===== src/rtl/microwave_pkg.sv =====
// Shared types and cycle-count helpers for the microwave alarm path.
package microwave_pkg;

  typedef enum logic [1:0] {IDLE, BEEP, GAP} buzz_state_t;

  function automatic int half_cycles(input int clk_freq, input int tone_hz);
    return clk_freq / (2 * tone_hz);
  endfunction

  function automatic int ms_cycles(input int clk_freq, input int ms);
    return clk_freq / 1000 * ms;
  endfunction

  function automatic int cnt_width(input int a, input int b);
    return $clog2((a > b) ? a : b) + 1;
  endfunction

endpackage


===== src/rtl/done_buzzer_tone_gen.sv =====
// Square-wave generator: wave toggles every HALF_CYC cycles while enabled.
module tone_gen
  import microwave_pkg::*;
#(
  parameter int HALF_CYC = 25000
) (
  input  logic clk,
  input  logic rst,
  input  logic en,
  input  logic restart,
  output logic wave
);

  localparam int DIV_W = cnt_width(HALF_CYC, 1);

  logic [DIV_W-1:0] div_q, div_d;
  logic             wave_q, wave_d;

  // en and restart describe the next cycle, so wave is high on the first burst cycle.
  always_comb begin
    div_d  = div_q;
    wave_d = wave_q;
    if (!en) begin
      div_d  = '0;
      wave_d = 1'b0;
    end else if (restart) begin
      div_d  = '0;
      wave_d = 1'b1;
    end else if (div_q == DIV_W'(HALF_CYC - 1)) begin
      div_d  = '0;
      wave_d = ~wave_q;
    end else begin
      div_d = div_q + DIV_W'(1);
    end
  end

  always_ff @(posedge clk or negedge rst) begin
    if (!rst) begin
      div_q  <= '0;
      wave_q <= 1'b0;
    end else begin
      div_q  <= div_d;
      wave_q <= wave_d;
    end
  end

  assign wave = wave_q;

endmodule


===== src/rtl/done_buzzer.sv =====
// Alarm stage: plays BEEP_COUNT tone bursts on a rising edge of done; cancel aborts.
module done_buzzer
  import microwave_pkg::*;
#(
  parameter int CLK_FREQ   = 100_000_000,
  parameter int TONE_HZ    = 2000,
  parameter int BEEP_MS    = 200,
  parameter int GAP_MS     = 200,
  parameter int BEEP_COUNT = 3
) (
  input  logic clk,
  input  logic rst,
  input  logic done,
  input  logic cancel,
  output logic buzzer,
  output logic alarm_active
);

  localparam int HALF_CYC = half_cycles(CLK_FREQ, TONE_HZ);
  localparam int BEEP_CYC = ms_cycles(CLK_FREQ, BEEP_MS);
  localparam int GAP_CYC  = ms_cycles(CLK_FREQ, GAP_MS);
  localparam int CNT_W    = cnt_width(BEEP_CYC, GAP_CYC);

  buzz_state_t      state_q, state_d;
  logic [CNT_W-1:0] dur_q, dur_d;
  logic [3:0]       beep_q, beep_d;
  logic             prev_done_q, prev_done_d;
  logic             armed_q, armed_d;
  logic             alarm_q, alarm_d;
  logic             trig;
  logic             start_burst;

  // armed_q blocks a false edge when done is already high as reset releases.
  always_comb begin
    trig        = done & ~prev_done_q & armed_q;
    state_d     = state_q;
    dur_d       = dur_q;
    beep_d      = beep_q;
    start_burst = 1'b0;
    if (cancel) begin
      state_d = IDLE;
      dur_d   = '0;
      beep_d  = '0;
    end else if (trig) begin
      state_d     = BEEP;
      dur_d       = '0;
      beep_d      = 4'd1;
      start_burst = 1'b1;
    end else begin
      case (state_q)
        BEEP: begin
          if (dur_q == CNT_W'(BEEP_CYC - 1)) begin
            dur_d = '0;
            if (beep_q == 4'(BEEP_COUNT)) begin
              state_d = IDLE;
              beep_d  = '0;
            end else begin
              state_d = GAP;
            end
          end else begin
            dur_d = dur_q + CNT_W'(1);
          end
        end
        GAP: begin
          if (dur_q == CNT_W'(GAP_CYC - 1)) begin
            state_d     = BEEP;
            dur_d       = '0;
            beep_d      = beep_q + 4'd1;
            start_burst = 1'b1;
          end else begin
            dur_d = dur_q + CNT_W'(1);
          end
        end
        default: state_d = IDLE;
      endcase
    end
    alarm_d     = (state_d != IDLE);
    prev_done_d = done;
    armed_d     = armed_q | ~done;
  end

  always_ff @(posedge clk or negedge rst) begin
    if (!rst) begin
      state_q     <= IDLE;
      dur_q       <= '0;
      beep_q      <= '0;
      prev_done_q <= 1'b0;
      armed_q     <= 1'b0;
      alarm_q     <= 1'b0;
    end else begin
      state_q     <= state_d;
      dur_q       <= dur_d;
      beep_q      <= beep_d;
      prev_done_q <= prev_done_d;
      armed_q     <= armed_d;
      alarm_q     <= alarm_d;
    end
  end

  tone_gen #(
    .HALF_CYC(HALF_CYC)
  ) u_tone (
    .clk    (clk),
    .rst    (rst),
    .en     (state_d == BEEP),
    .restart(start_burst),
    .wave   (buzzer)
  );

  assign alarm_active = alarm_q;

endmodule

===== config.mk =====
export PLATFORM = sky130hd
export DESIGN_NAME = done_buzzer
export DESIGN_NICKNAME = d
export VERILOG_FILES = /design/src/rtl/microwave_pkg.sv /design/src/rtl/done_buzzer_tone_gen.sv /design/src/rtl/done_buzzer.sv
export SDC_FILE = /design/constraint.sdc
export NUM_CORES = 1
export LEC_CHECK = 0
export ABC_AREA = 1
export CAP_MARGIN = 20
export CORE_UTILIZATION = 56
export CTS_CLUSTER_DIAMETER = 60
export DETAILED_ROUTE_END_ITERATION = 8
export GPL_TIMING_DRIVEN = 1
export PLACE_DENSITY = 0.87
export RECOVER_POWER = 25
export REMOVE_ABC_BUFFERS = 1
export SYNTH_ARGS = -nofsm -noshare
export SYNTH_HDL_FRONTEND = slang
export SYNTH_SLANG_ARGS = --single-unit

===== constraint.sdc =====
create_clock -name clk -period 1.8 [get_ports clk]
set_clock_uncertainty 0.1 [all_clocks]
set_input_delay 0.36 -clock clk [delete_from_list [all_inputs] [get_ports clk]]
set_output_delay 0.36 -clock clk [all_outputs]
set_load 0.005 [all_outputs]

==> results of run 1 <==
stage by stage:
| step | std cells | setup TNS (ns) | power (mW) | cell area (sq um) | hold slack (ns) |
|---|---|---|---|---|---|
| detailed placement | 532 | -10.24 | 1.334 | 3566 | 0.2766 |
| finish | 561 | -5.986 | 2.179 | 4145 | 0.4096 |
| CTS | 547 | -2.029 | 2.148 | 3806 | 0.4056 |
| global placement | 532 | -7.461 | 1.328 | 3566 | 0.2725 |
| global route | 561 | -9.270 | 2.227 | 4145 | 0.4316 |
| floorplan | 409 | -4.614 | 1.248 | 3035 | -0.03559 |
per-layer routing:
| layer | wire (um) | part of all wire | GRT usage |
|---|---|---|---|
| met1 | 3575 | 0.35 | 0.3753 |
| met2 | 5163 | 0.51 | 0.5279 |
| met3 | 788 | 0.077 | 0.04192 |
| met4 | 692 | 0.068 | 0.1231 |
| met5 | 0 | 0 | 0 |
worst reg2reg max path: stages, from the launching register on:
cell     delay, ns
dfrtp_1       0.42
ha_4          0.17
nand2_4       0.06
nor2_4        0.12
nand2_4       0.09
buf_12        0.14
nor2_4        0.12
nand4_1       0.22
nor2_2        0.21
nand3_1       0.09
nand2_1       0.11
o21ai_1       0.09
synth_stat cells:
cell type	n
nand2_2	5
nand2_1	86
nor2_1	44
o22ai_1	6
buf_2	3
o21bai_1	1
ha_1	5
buf_4	1
o21ai_0	33
nand3b_1	3
nor2_4	3
o21ai_2	1
a31oi_1	2
xnor2_1	2
a21oi_1	11
clkbuf_1	1
nand4_1	10
and2_0	1
inv_2	2
nand3_4	1
nor2_2	6
buf_6	2
nor4_1	3
o21ai_1	1
and3_1	1
xor2_1	10
nor3_1	18
o211ai_1	2
inv_1	57
a22o_1	1
nand3_1	40
dfrtp_1	52
or2_2	1
a31o_2	1
power by group through the flow:
stage          sequential [mW]  clock [mW]  combinational, mW
2_1_floorplan             1.20           0             0.0476
3_3_place_gp              1.20           0              0.127
3_5_place_dp              1.20           0              0.132
4_1_cts                   1.18       0.824              0.145
5_1_grt                   1.18       0.866              0.181
6_report                  1.18       0.832              0.167
state kept, by name, indices dropped and copies added, names as in the netlist:
name,cells
beep_q,4
alarm_active,1
state_q,2
prev_done_q,1
dur_q,26
u_tone.wave,1
armed_q,1
u_tone.div_q,16
worst paths after layout:
kind / from / end / slack (ns) / cells past startpoint
worst max-delay path: dur_q[1] / dur_q[20] / -0.25 / 11
worst min-delay path: armed_q / armed_q / 0.41 / 2
worst max register to register: dur_q[1] / dur_q[20] / -0.25 / 11
worst min register to register: armed_q / armed_q / 0.41 / 2
max in group asynchronous: rst / dur_q[16] / 0.48 / 3
min in group asynchronous: rst / u_tone.div_q[5] / 0.64 / 3
timing repair:
item | 4_1_cts | 5_1_grt
hold endpoints to repair | 52 | 0
setup endpoints to repair | 46 | 50
hold buffers | 1 | 0
pin swaps | 9 | 21
setup buffers | 4 | 12
gates resized for setup | 20 | 76
cloned | 2 | 2
area by class of cell:
type / instances / area [sq um]
Multi-Input combinational cell: 300 / 1809
Sequential cell: 52 / 1301
Timing Repair inverter: 1 / 6.256
Clock buffer: 6 / 72.57
Timing Repair Buffer: 71 / 606.8
Inverter: 59 / 226.5
Fill cell: 294 / 1060
Clock inverter: 2 / 35.03
Tap cell: 70 / 87.58
logic make-up after synthesis:
logic type,Yosys count
and+or+nand+nor,222
xor gates and xnor gates,12
AOI/OAI and AO/OA,59
buffers and inverters,66
adders and majority gates,5
DFF,52
==> results.yml, run 1 <==
synth:
  yosysTopAreaCell: "dfrtp_1"
  netlist.area_leader.share: 0.4219
  ys_top_cells_by_area: "dfrtp_1, nand2_1, inv_1, nand3_1, nor2_1"
  synth-adder-area-share: 0.02028
  yosys_warnings: 0
  ys_ff_latch: 52
  synthXorXnorAreaFrac: 0.03408
  synth_mux_area_frac: 0
  synth_compound_area_frac: 0.1051
  seq_area_frac_synth: 0.4219
  synthSimpleGateAreaFrac: 0.3310
  synth_top_family_by_area: "simple AND/OR/NAND/NOR gates"
  syn_inst: 416
  synth_cell_types: 34
  syn-cell-area_sq_um: 3084
  syn_avg_cell_area_sq_um: 7.414
setup_path:
  max_stage_delay_ns: 0.42
  crit_slowest_cell: "dfrtp_1"
  critPathRequiredTime_ns: 1.90
  critPathKind: "reg -> reg"
  path_cells: "ha_4, nand2_4, nor2_4, nand2_4, buf_12, nor2_4, nand4_1, nor2_2, nand3_1, nand2_1, o21ai_1"
  cp_num_buf_inv: 1
  crit_path_start_kind: "flip-flop"
  cp.arrival_ns: 2.16
  critPathTopFamily: "simple AND/OR/NAND/NOR gates"
  critPathCaptureType: "flip-flop"
  cp_max_fo: 4
grt:
  grt_max_degree: 53
  grt_pass1_vias: 3118
  grt_usage: 0.3023
  grt_pass1_wl_um: 14040
  grt_overflow: 0
  antenna_found_initial: 0
timing:
  fmax_mhz: 486.9
  worst_slack_ns: -0.2539
  drv_slew: 0
  post-route-min-period_ns: 2.054
  period_share: 1.141
  worst_pin_slew_ns: 0.7447
  rsz0062_at_grt: "yes"
  finalSetupViolCount: 48
  hold_violations: 0
  slew_headroom: 0.5035
routing:
  ant_nets: 0
  firstDrtPassIters: 6
  drt-total-wl_um: 10220
  wl_per_cell_um: 18.22
  vias_per_cell: 6.171
  drt_iter0_drc: 488
  vias: 3462
  drc_errors: 0
final_layout:
  utilization: 0.7964
  layout_commonest_cell: "nand2_1"
  fin_nets: 499
  n_antenna_cell: 0
  areaGrowthSynthToFinish_pct: 34.40
  drive_gt1_frac: 0.2892
  layout_common_cells: "nand2_1, inv_1, buf_4"
outcome:
  violations: "negative setup slack"
  status: "finished with violations"
job:
  maxCapViolCount: 0
floorplan:
  die-area_sq_um: 5808
  die_y_um: 76.21
  num_rows: 26
  start_util: 0.5925
  core_sq_um: 5205
  pin_count: 6
  dieWidth_um: 76.21
clock_tree:
  cts_buffers: 5
  root_buffer: "clkbuf_8"
  clock_path_buffers: 2
  ctsHtreeMaxLevel: 2
  cts_sinks: 52
  cts_tree: "built"
  clk_latency_ns: 0.32
  clkTransAtPathRegs_ns: 0.10
placed_design:
  place_congestion: 0.9362
  port_buffers: 5
  post-place-ws_ns: -0.3698
  detailed_place_hpwl_um: 5308
power_and_ir_drop:
  sw_frac_of_total: 0.2433
  p_leak_nw: 1.818
  power.share.clock: 0.382
  p_sw_mw: 0.5302
  vdd_drop_max_v: 0.0004507
  powerDensity_nw_per_um2: 525.7
  power.share.combinational: 0.077
  cell_internal_pwr_mw: 1.649
  p_seq_frac: 0.541
hold_path:
  hp-class: "reg -> reg"
Power figures use the tool's default switching activity.
==> run 2, diff against run 1 <==
--- a/config.mk
+++ b/config.mk
@@ -7,11 +7,11 @@
 export LEC_CHECK = 0
 export ABC_AREA = 1
 export CAP_MARGIN = 20
-export CORE_UTILIZATION = 56
+export CORE_UTILIZATION = 36
 export CTS_CLUSTER_DIAMETER = 60
 export DETAILED_ROUTE_END_ITERATION = 8
 export GPL_TIMING_DRIVEN = 1
-export PLACE_DENSITY = 0.87
+export PLACE_DENSITY = 0.64
 export RECOVER_POWER = 25
 export REMOVE_ABC_BUFFERS = 1
 export SYNTH_ARGS = -nofsm -noshare
==> run 2 against run 1 <==
Compared with the run above: core utilization shrank 31 points; cell area down 3.4%; the flow still finishes with violations (negative setup slack); maximum frequency grew 10%; combinational power is 11% lower; critical path type unchanged; register-to-register slack improved by 0.19 ns; die area increased by 54%; sequential power is essentially flat.
==> results.yml, run 2 (synthesis results as in run 1) <==
outcome:
  status: "finished with violations"
  violations: "negative setup slack"
timing:
  finalSetupViolCount: 21
  hold_violations: 0
  drv_slew: 0
  rsz0062_at_grt: "yes"
  slew_headroom: 0.5109
  post-route-min-period_ns: 1.862
  worst_slack_ns: -0.06215
  worst_pin_slew_ns: 0.7336
  period_share: 1.035
  fmax_mhz: 537.0
routing:
  drt-total-wl_um: 7576
  firstDrtPassIters: 5
  wl_per_cell_um: 12.73
  vias: 3029
  ant_nets: 0
  drc_errors: 0
  vias_per_cell: 5.091
  drt_iter0_drc: 142
setup_path:
  path_depth: 11
  path_cells: "ha_2, nand2_2, nor2_4, nand2_4, nor2_4, nand2_4, a21oi_2, nand2_2, nand2_4, nand3_4, nor2_2"
  cp_num_buf_inv: 0
  cp_max_fo: 8
  critPathKind: "reg -> reg"
  endpoint: "u_tone.div_q[11]"
  reg2reg_to: "u_tone.div_q[11]"
  crit_slowest_cell: "dfrtp_1"
  cp.arrival_ns: 2.01
  r2r-start: "dur_q[0]"
  cp-startpoint: "dur_q[0]"
  critPathRequiredTime_ns: 1.95
  crit_path_start_kind: "flip-flop"
  r2r_cells: 11
  critPathTopFamily: "simple AND/OR/NAND/NOR gates"
  max_stage_delay_ns: 0.38
  critPathCaptureType: "flip-flop"
  crit_top_cell: "nand2_4"
  reg2reg_slack_ns: -0.06
floorplan:
  num_rows: 33
  start_util: 0.3735
  pin_count: 6
  die-area_sq_um: 8942
  die_y_um: 94.56
  core_sq_um: 8258
  dieWidth_um: 94.56
final_layout:
  n_antenna_cell: 0
  drive_gt1_frac: 0.2490
  utilization: 0.4848
  layout_common_cells: "nand2_1, buf_4, inv_1"
  register_area_sq_um: 1301
  regMostFlops: "dur_q"
  areaGrowthSynthToFinish_pct: 29.82
  multi_input_area_sq_um: 1680
  fin_nets: 498
  layout_commonest_cell: "nand2_1"
  fill_cells: 805
  finalNonFillerCells: 595
  largestRegisters: "dur_q: 26 flops, u_tone.div_q: 16 flops, beep_q: 4 flops"
  largest_reg_flops: 26
job:
  maxCapViolCount: 0
clock_tree:
  clk_latency_ns: 0.31
  ctsHtreeMaxLevel: 2
  clock_path_buffers: 2
  cts_tree: "built"
  root_buffer: "clkbuf_8"
  cts_sinks: 52
  clkTransAtPathRegs_ns: 0.11
  cts_buffers: 5
hold_path:
  hp-class: "reg -> reg"
power_and_ir_drop:
  p_leak_nw: 1.763
  vdd_drop_max_v: 0.0003518
  powerDensity_nw_per_um2: 512.3
grt:
  grt_overflow: 0
  grt_usage: 0.1751
  antenna_found_initial: 0
  grt_max_degree: 53
  grt_pass1_vias: 2800
  grt_pass1_wl_um: 12520
placed_design:
  dp_cells: 577
  place_congestion: 0.8479
  port_buffers: 5
  detailed_place_hpwl_um: 5238
==> run 2: area by class of cell <==
class / count / area share
Multi-Input combinational cell: 300 / 0.4197
Sequential cell: 52 / 0.3250
Timing Repair Buffer: 71 / 0.1438
Inverter: 59 / 0.05531
Tap cell: 105 / 0.03281
Clock buffer: 5 / 0.01719
Clock inverter: 3 / 0.006250
==> run 2: worst min path at each step <==
stage	endpoint	startpoint	cells past startpoint
floorplan	alarm_active	rst	0
global placement	u_tone.div_q[5]	rst	2
detailed placement	u_tone.div_q[5]	rst	2
CTS	armed_q	armed_q	2
global route	armed_q	armed_q	2
finish	armed_q	armed_q	2
==> run 2: where the power goes <==
part / switching (mW) / leakage [nW] / internal [mW] / total (mW)
combinational: 0.0921 / 1.00 / 0.0562 / 0.148
clock: 0.439 / 0.0452 / 0.285 / 0.724
sequential: 0.00441 / 0.717 / 1.17 / 1.18
total: 0.536 / 1.76 / 1.52 / 2.05
==> run 2: what timing repair did <==
item                                   CTS  global route
setup buffers                            4             3
cloned                                   2             0
hold buffers                             1             0
setup endpoints to repair               34            50
endpoints found under the hold margin   52             0
gates resized for setup                 21            24
pin swaps                               16            11
==> run 2: stage by stage <==
stage	total power [mW]	setup TNS [ns]	hold slack (ns)	instance area (sq um)	setup slack, ns
2_1_floorplan	1.248	-4.614	-0.03559	3035	-0.3303
3_3_place_gp	1.338	-11.85	0.2783	3685	-0.3205
3_5_place_dp	1.341	-14.26	0.2795	3685	-0.4412
4_1_cts	2.071	-0.7149	0.3742	3914	-0.05924
5_1_grt	2.125	-5.153	0.3963	4004	-0.1705
6_report	2.051	-0.4876	0.3774	4004	-0.06215
==> run 2: tightest hold or removal path, delay by kind of cell, from the launching register on <==
family / cells / cell delay, ns
simple gates: 1 / 0.05
flops: 1 / 0.34
buf+inv: 1 / 0.06
==> run 2: per-layer routing <==
metal	vias to the layer above	global-route usage	wire length, um
li1	1513	-	-
met1	1452	0.2234	3587
met2	60	0.3092	3717
met3	4	0.03221	232
met4	0	0.03409	38
met5	-	0	0
==> RTL change 1: new RTL, settings of run 2 <==
`GAP_MS`: 200 -> 400.
--- a/src/rtl/done_buzzer.sv
+++ b/src/rtl/done_buzzer.sv
@@ -5,7 +5,7 @@
   parameter int CLK_FREQ   = 100_000_000,
   parameter int TONE_HZ    = 2000,
   parameter int BEEP_MS    = 200,
-  parameter int GAP_MS     = 200,
+  parameter int GAP_MS     = 400,
   parameter int BEEP_COUNT = 3
 ) (
   input  logic clk,
Behaviour: same outputs for any inputs over 10 cycles, from zero or initial values and one cycle with rst low; that may be too few to reach the edited logic, so the function may still have changed.
==> RTL change 1 against run 2 <==
- global-route usage increased by 0.33 points
- largest power group unchanged
- total power increased by 2.7%
- the run still ends with negative setup slack left
- sequential cell count increased by 1
- cell count increased by 7.9%
- worst hold slack got worse by 0.016 ns
- final area increased by 8.4%
- routed wire length increased by 9.7%
- synthesized area increased by 8.3%
- sequential share of layout area decreased by 1.9 points
- setup slack improved by 0.024 ns
==> RTL change 1: results (changes against run 2) <==
* Outcome: complete, but fails checks (unchanged)
* Violated checks: negative setup slack (unchanged)
* Number of global-route vias before repair at 3022 (was 2800)
* Placed Cells at 622 (was 577)
* Min Hold Slack at 0.3611 ns (was 0.3774 ns)
* Post-synthesis compound-gate area fraction at 4.758% (was 10.51%)
* Final-layout non-clock buffer area share at 14.04% (was 14.37%)
* R2r worst-path depth at 12 (was 11)
* Post-Synth Adder-Cell Area at 1.873% (was 2.028%)
* Top flop regs: dur_q (27), u_tone.div_q (16), beep_q (4) (was dur_q (26), u_tone.div_q (16), beep_q (4))
* Synthesized flop and latch total at 53 (was 52)
* Signal buffers at 68 (was 71)
* Nets at 542 (was 498)
* Largest net degree at the start of global routing at 29 (was 53)
* FF-to-FF End: u_tone.div_q[1] (was u_tone.div_q[11])
* Crit path max fanout at 5 (was 8)
* DRT Wirelength at 8310 um (was 7576 um)
* Largest stage delay, worst path at 0.40 ns (was 0.38 ns)
* DPL Wire Length at 6010 um (was 5238 um)
* Pleak at 1.965 nW (was 1.763 nW)
* Via-to-Cell Ratio at 4.913 (was 5.091)
* Final Setup Violations at 22 (was 21)
* Largest cells by area after synthesis: dfrtp_1 (40%), nand2_1 (13%), nor2_1 (8.2%) (was dfrtp_1 (42%), nand2_1 (10%), inv_1 (6.9%))
* Met3 wire length at 254 um (was 232 um)
* Filler instances at 843 (was 805)
* Crit path arrival time at 1.98 ns (was 2.01 ns)
* Sequential cell area fraction in the yosys report at 39.72% (was 42.19%)
* Share of layout cells above drive strength 1 at 24.91% (was 24.90%)
* Syn_area_per_cell at 7.197 um^2 (was 7.414 um^2)
* PwrDens at 485.4 mW/mm^2 (was 512.3 mW/mm^2)
* Headroom to the max-slew limit at 61.20% (was 51.09%)
* H-tree level count at 2 (unchanged)
* Metal-1 WL at 3839 um (was 3587 um)
* Global-route wire length before repair at 13900 um (was 12520 um)
* Routability Congestion at 0.8992 (was 0.8479)
* Non-clk invs at 58 (was 59)
* Metal2 WL at 4024 um (was 3717 um)
* Total track usage at 17.84% (was 17.51%)
* Multi-input logic cell count at 347 (was 300)
* Post-synth top cells: nand2_1 (114), nor2_1 (73), inv_1 (57), dfrtp_1 (53), nand3_1 (36) (was nand2_1 (86), inv_1 (57), dfrtp_1 (52), nor2_1 (44), nand3_1 (40))
* Synth Area in XOR/XNOR at 7.606% (was 3.408%)
* Clock buffer count at 6 (was 5)
* Starting DRT DRC Count at 111 (was 142)
* Synth unique cells at 31 (was 34)
* 1st-pass router iterations at 4 (was 5)
* VDD IR max at 0.3510 mV (was 0.3518 mV)
* Total Negative Setup Slacks at -0.5032 ns (was -0.4876 ns)
* Final std cells w/o fill at 642 (was 595)
* Post-layout worst setup margin at -0.03780 ns (was -0.06215 ns)
* Clk tree area frac at 2.220% (was 2.344%)
==> RTL change 1: changes by cell type in the layout (fill, tap and decap cells not counted), moves of 4 or more <==
cell and change:
a21oi_1 -7, buf_4 -10, buf_6 +5, nand2_1 +24
nand2_2 +4, nand3_1 -4, nand4_1 +5, nor2_1 +23
nor2_2 +10, o21ai_0 -17, xor2_1 +17
==> RTL change 1: layer usage <==
| metal | vias to the layer above | track usage [%] |
|---|---|---|
| met5 | - | 0 |
| met4 | 0 | 7.233 |
| met3 | 14 | 2.577 |
| met2 | 52 | 29.58 |
| met1 | 1470 | 23.47 |
| li1 | 1618 | - |
==> RTL change 1: power breakdown <==
| part | leakage [nW] | total, mW | internal (mW) | switching (mW) |
|---|---|---|---|---|
| sequential | 0.731 | 1.20 | 1.20 | 0.00494 |
| clock | 0.0512 | 0.726 | 0.313 | 0.413 |
| combinational | 1.18 | 0.179 | 0.0731 | 0.106 |
| total | 1.97 | 2.11 | 1.58 | 0.524 |
==> RTL change 1: how the worst max path moves through the flow <==
stage / start / end / slack [ns]
3_3_place_gp: done / dur_q[26] / -0.31
5_1_grt: dur_q[0] / u_tone.div_q[3] / -0.15
4_1_cts: dur_q[1] / u_tone.div_q[3] / -0.10
6_report: dur_q[0] / u_tone.div_q[1] / -0.04
3_5_place_dp: done / u_tone.div_q[1] / -0.39
2_1_floorplan: dur_q[0] / dur_q[18] / -0.14
==> RTL change 1: what timing repair did <==
action,in CTS,in global routing
pin swaps,6,18
cloned,0,1
hold buffers,1,0
endpoints found under the hold margin,17,0
gates resized for setup,16,50
buffers inserted,5,6
setup endpoints to repair,48,51
==> RTL change 2: new RTL, settings of run 2 <==
Without the edit above. Reset style: synchronous (`rst`), changed in 2 clocked blocks.
--- a/src/rtl/done_buzzer_tone_gen.sv
+++ b/src/rtl/done_buzzer_tone_gen.sv
@@ -34,7 +34,7 @@
     end
   end
 
-  always_ff @(posedge clk or negedge rst) begin
+  always_ff @(posedge clk) begin
     if (!rst) begin
       div_q  <= '0;
       wave_q <= 1'b0;
--- a/src/rtl/done_buzzer.sv
+++ b/src/rtl/done_buzzer.sv
@@ -79,7 +79,7 @@
     armed_d     = armed_q | ~done;
   end
 
-  always_ff @(posedge clk or negedge rst) begin
+  always_ff @(posedge clk) begin
     if (!rst) begin
       state_q     <= IDLE;
       dur_q       <= '0;
Formal check against the unedited RTL: differs if rst is asserted again (counterexample within 4 cycles, from zero or initial values and one cycle with rst low); with rst held inactive, the same outputs for 10 cycles.
==> RTL change 2 against run 2 <==
- the flow still finishes with violations (negative setup slack)
- setup slack better by 0.034 ns
- via count fell by 11%
- sequential cell count stayed put
- synthesized area fell by 9.4%
- routed wire length fell by 10%
- worst hold slack worse by 0.027 ns
- final area is 6.2% lower
- total power down 5.4%
- largest cell class unchanged
==> RTL change 2: results (changes against run 2) <==
* Outcome: complete, but fails checks (unchanged)
* Violated checks: negative setup slack (unchanged)
* Via-to-Cell Ratio at 4.824 (was 5.091)
* FF-to-FF End: dur_q[20] (was u_tone.div_q[11])
* CP max stage cell: dfxtp_2 (was dfrtp_1)
* Largest cells by area after synthesis: dfxtp_1 (37%), nand2_1 (9.3%), inv_1 (7.3%) (was dfrtp_1 (42%), nand2_1 (10%), inv_1 (6.9%))
* Headroom to the max-slew limit at 75.47% (was 51.09%)
* VDD IR max at 0.4822 mV (was 0.3518 mV)
* Sequential cell area fraction in the yosys report at 37.26% (was 42.19%)
* Largest net degree at the start of global routing at 16 (was 53)
* Post-layout worst setup margin at -0.02853 ns (was -0.06215 ns)
* Crit path arrival time at 1.93 ns (was 2.01 ns)
* Placed inst area at 0.003304 mm^2 (was 0.003685 mm^2)
* Hold Path Cell Cnt at 1 (was 2)
* Async set-reset flop share out of synthesis at 0% (was 100.0%)
* R2r startpoint: state_q[0] (was dur_q[0])
* Starting DRT DRC Count at 103 (was 142)
* Share of layout cells above drive strength 1 at 32.53% (was 24.90%)
* Nets at 466 (was 498)
* Routability Congestion at 0.8662 (was 0.8479)
* Total track usage at 16.90% (was 17.51%)
* Pleak at 1.372 nW (was 1.763 nW)
* Number of global-route vias before repair at 2588 (was 2800)
* Post-synth top cells: nand2_1 (69), inv_1 (54), dfxtp_1 (52), nor2_1 (49), nand3_1 (23) (was nand2_1 (86), inv_1 (57), dfrtp_1 (52), nor2_1 (44), nand3_1 (40))
* R2r worst-path depth at 9 (was 11)
* Hold Crit Start: u_tone.div_q[0] (was armed_q)
* Synth unique cells at 32 (was 34)
* Final Setup Violations at 1 (was 21)
* Largest stage delay, worst path at 0.34 ns (was 0.38 ns)
* Post-DR wirelength/cell at 12.23 um (was 12.73 um)
* Worst hold endpoint: u_tone.div_q[0] (was armed_q)
* Crit path max fanout at 5 (was 8)
* Filler instances at 718 (was 805)
* Clock transition at the registers of the reported paths at 0.09 ns (was 0.11 ns)
==> RTL change 2: cell count changes after synthesis, sizes merged, moves of 3 or more <==
cell,before,now
o21ai,35,11
o22ai,6,0
a21oi,11,16
dfrtp,52,0
xnor2,2,7
nand3b,3,0
nand2,91,75
nand3,41,25
nor3,18,32
xor2,10,19
nand4,10,17
dfxtp,0,52
==> RTL change 2: kinds of logic (layout without fill, tap and decap cells) <==
| group | Yosys count | count (layout) | share of synthesized area, % |
|---|---|---|---|
| AND/OR/NAND/NOR | 212 | 214 | 37.35 |
| buffers and inverters | 61 | 129 | 8.688 |
| flip-flops | 52 | 52 | 37.26 |
| AO/OA/AOI/OAI | 32 | 32 | 6.314 |
| XOR/XNOR | 26 | 26 | 8.151 |
| adder cells (fa/ha/maj) | 5 | 5 | 2.239 |
==> RTL change 2: what timing repair did <==
| item | 4_1_cts | 5_1_grt |
|---|---|---|
| buffers inserted | 2 | 9 |
| setup endpoints to repair | 29 | 35 |
| gates resized for setup | 11 | 64 |
| pin swaps | 7 | 25 |
| gates cloned | 2 | 1 |
==> RTL change 2: worst max path at each step <==
stage,from,to,slack [ns],cells past startpoint
floorplan,state_q[0],dur_q[18],-0.07,10
global placement,done,u_tone.div_q[5],-0.17,8
detailed placement,done,u_tone.div_q[2],-0.23,8
CTS,u_tone.div_q[0],u_tone.div_q[14],0.002,8
global route,dur_q[1],dur_q[20],-0.14,10
finish,state_q[0],dur_q[20],-0.03,9
==> RTL change 2: cell type report <==
| type | count | area (um^2) | area share [%] |
|---|---|---|---|
| timing repair buffer | 64 | 526.8 | 14.02 |
| inverter | 57 | 221.5 | 5.896 |
| clock inverter | 1 | 7.507 | 0.1999 |
| clock buffer | 7 | 86.33 | 2.298 |
| sequential | 52 | 1064 | 28.31 |
| tap | 99 | 123.9 | 3.298 |
| multi-input combinational | 277 | 1727 | 45.97 |
==> RTL change 2: layer usage <==
layer / part of all wire, % / vias to the layer above / GRT usage, %
met5: 0 / - / 0
met4: 1.6 / 0 / 5.914
met3: 3.3 / 8 / 2.369
met2: 50 / 50 / 29.52
met1: 45 / 1232 / 21.14
li1: - / 1397 / -
==> RTL change 2: power by group <==
group | total [mW] | internal (mW) | switching (mW)
clock | 0.692 | 0.313 | 0.379
combinational | 0.0962 | 0.0419 | 0.0543
sequential | 1.15 | 1.15 | 0.00224
total | 1.94 | 1.51 | 0.435
==> RTL change 2: metrics by stage <==
step                setup TNS [ns]  hold WS (ns)  setup WS (ns)  power [mW]  std cells
floorplan                  -0.2590        0.3247       -0.06534       1.220        384
global placement            -4.626        0.3376        -0.1746       1.262        535
detailed placement          -5.880        0.3382        -0.2348       1.263        535
CTS                              0        0.3514       0.001591       1.959        547
global route               -0.5361        0.3834        -0.1393       2.039        557
finish                    -0.02853        0.3505       -0.02853       1.941        557
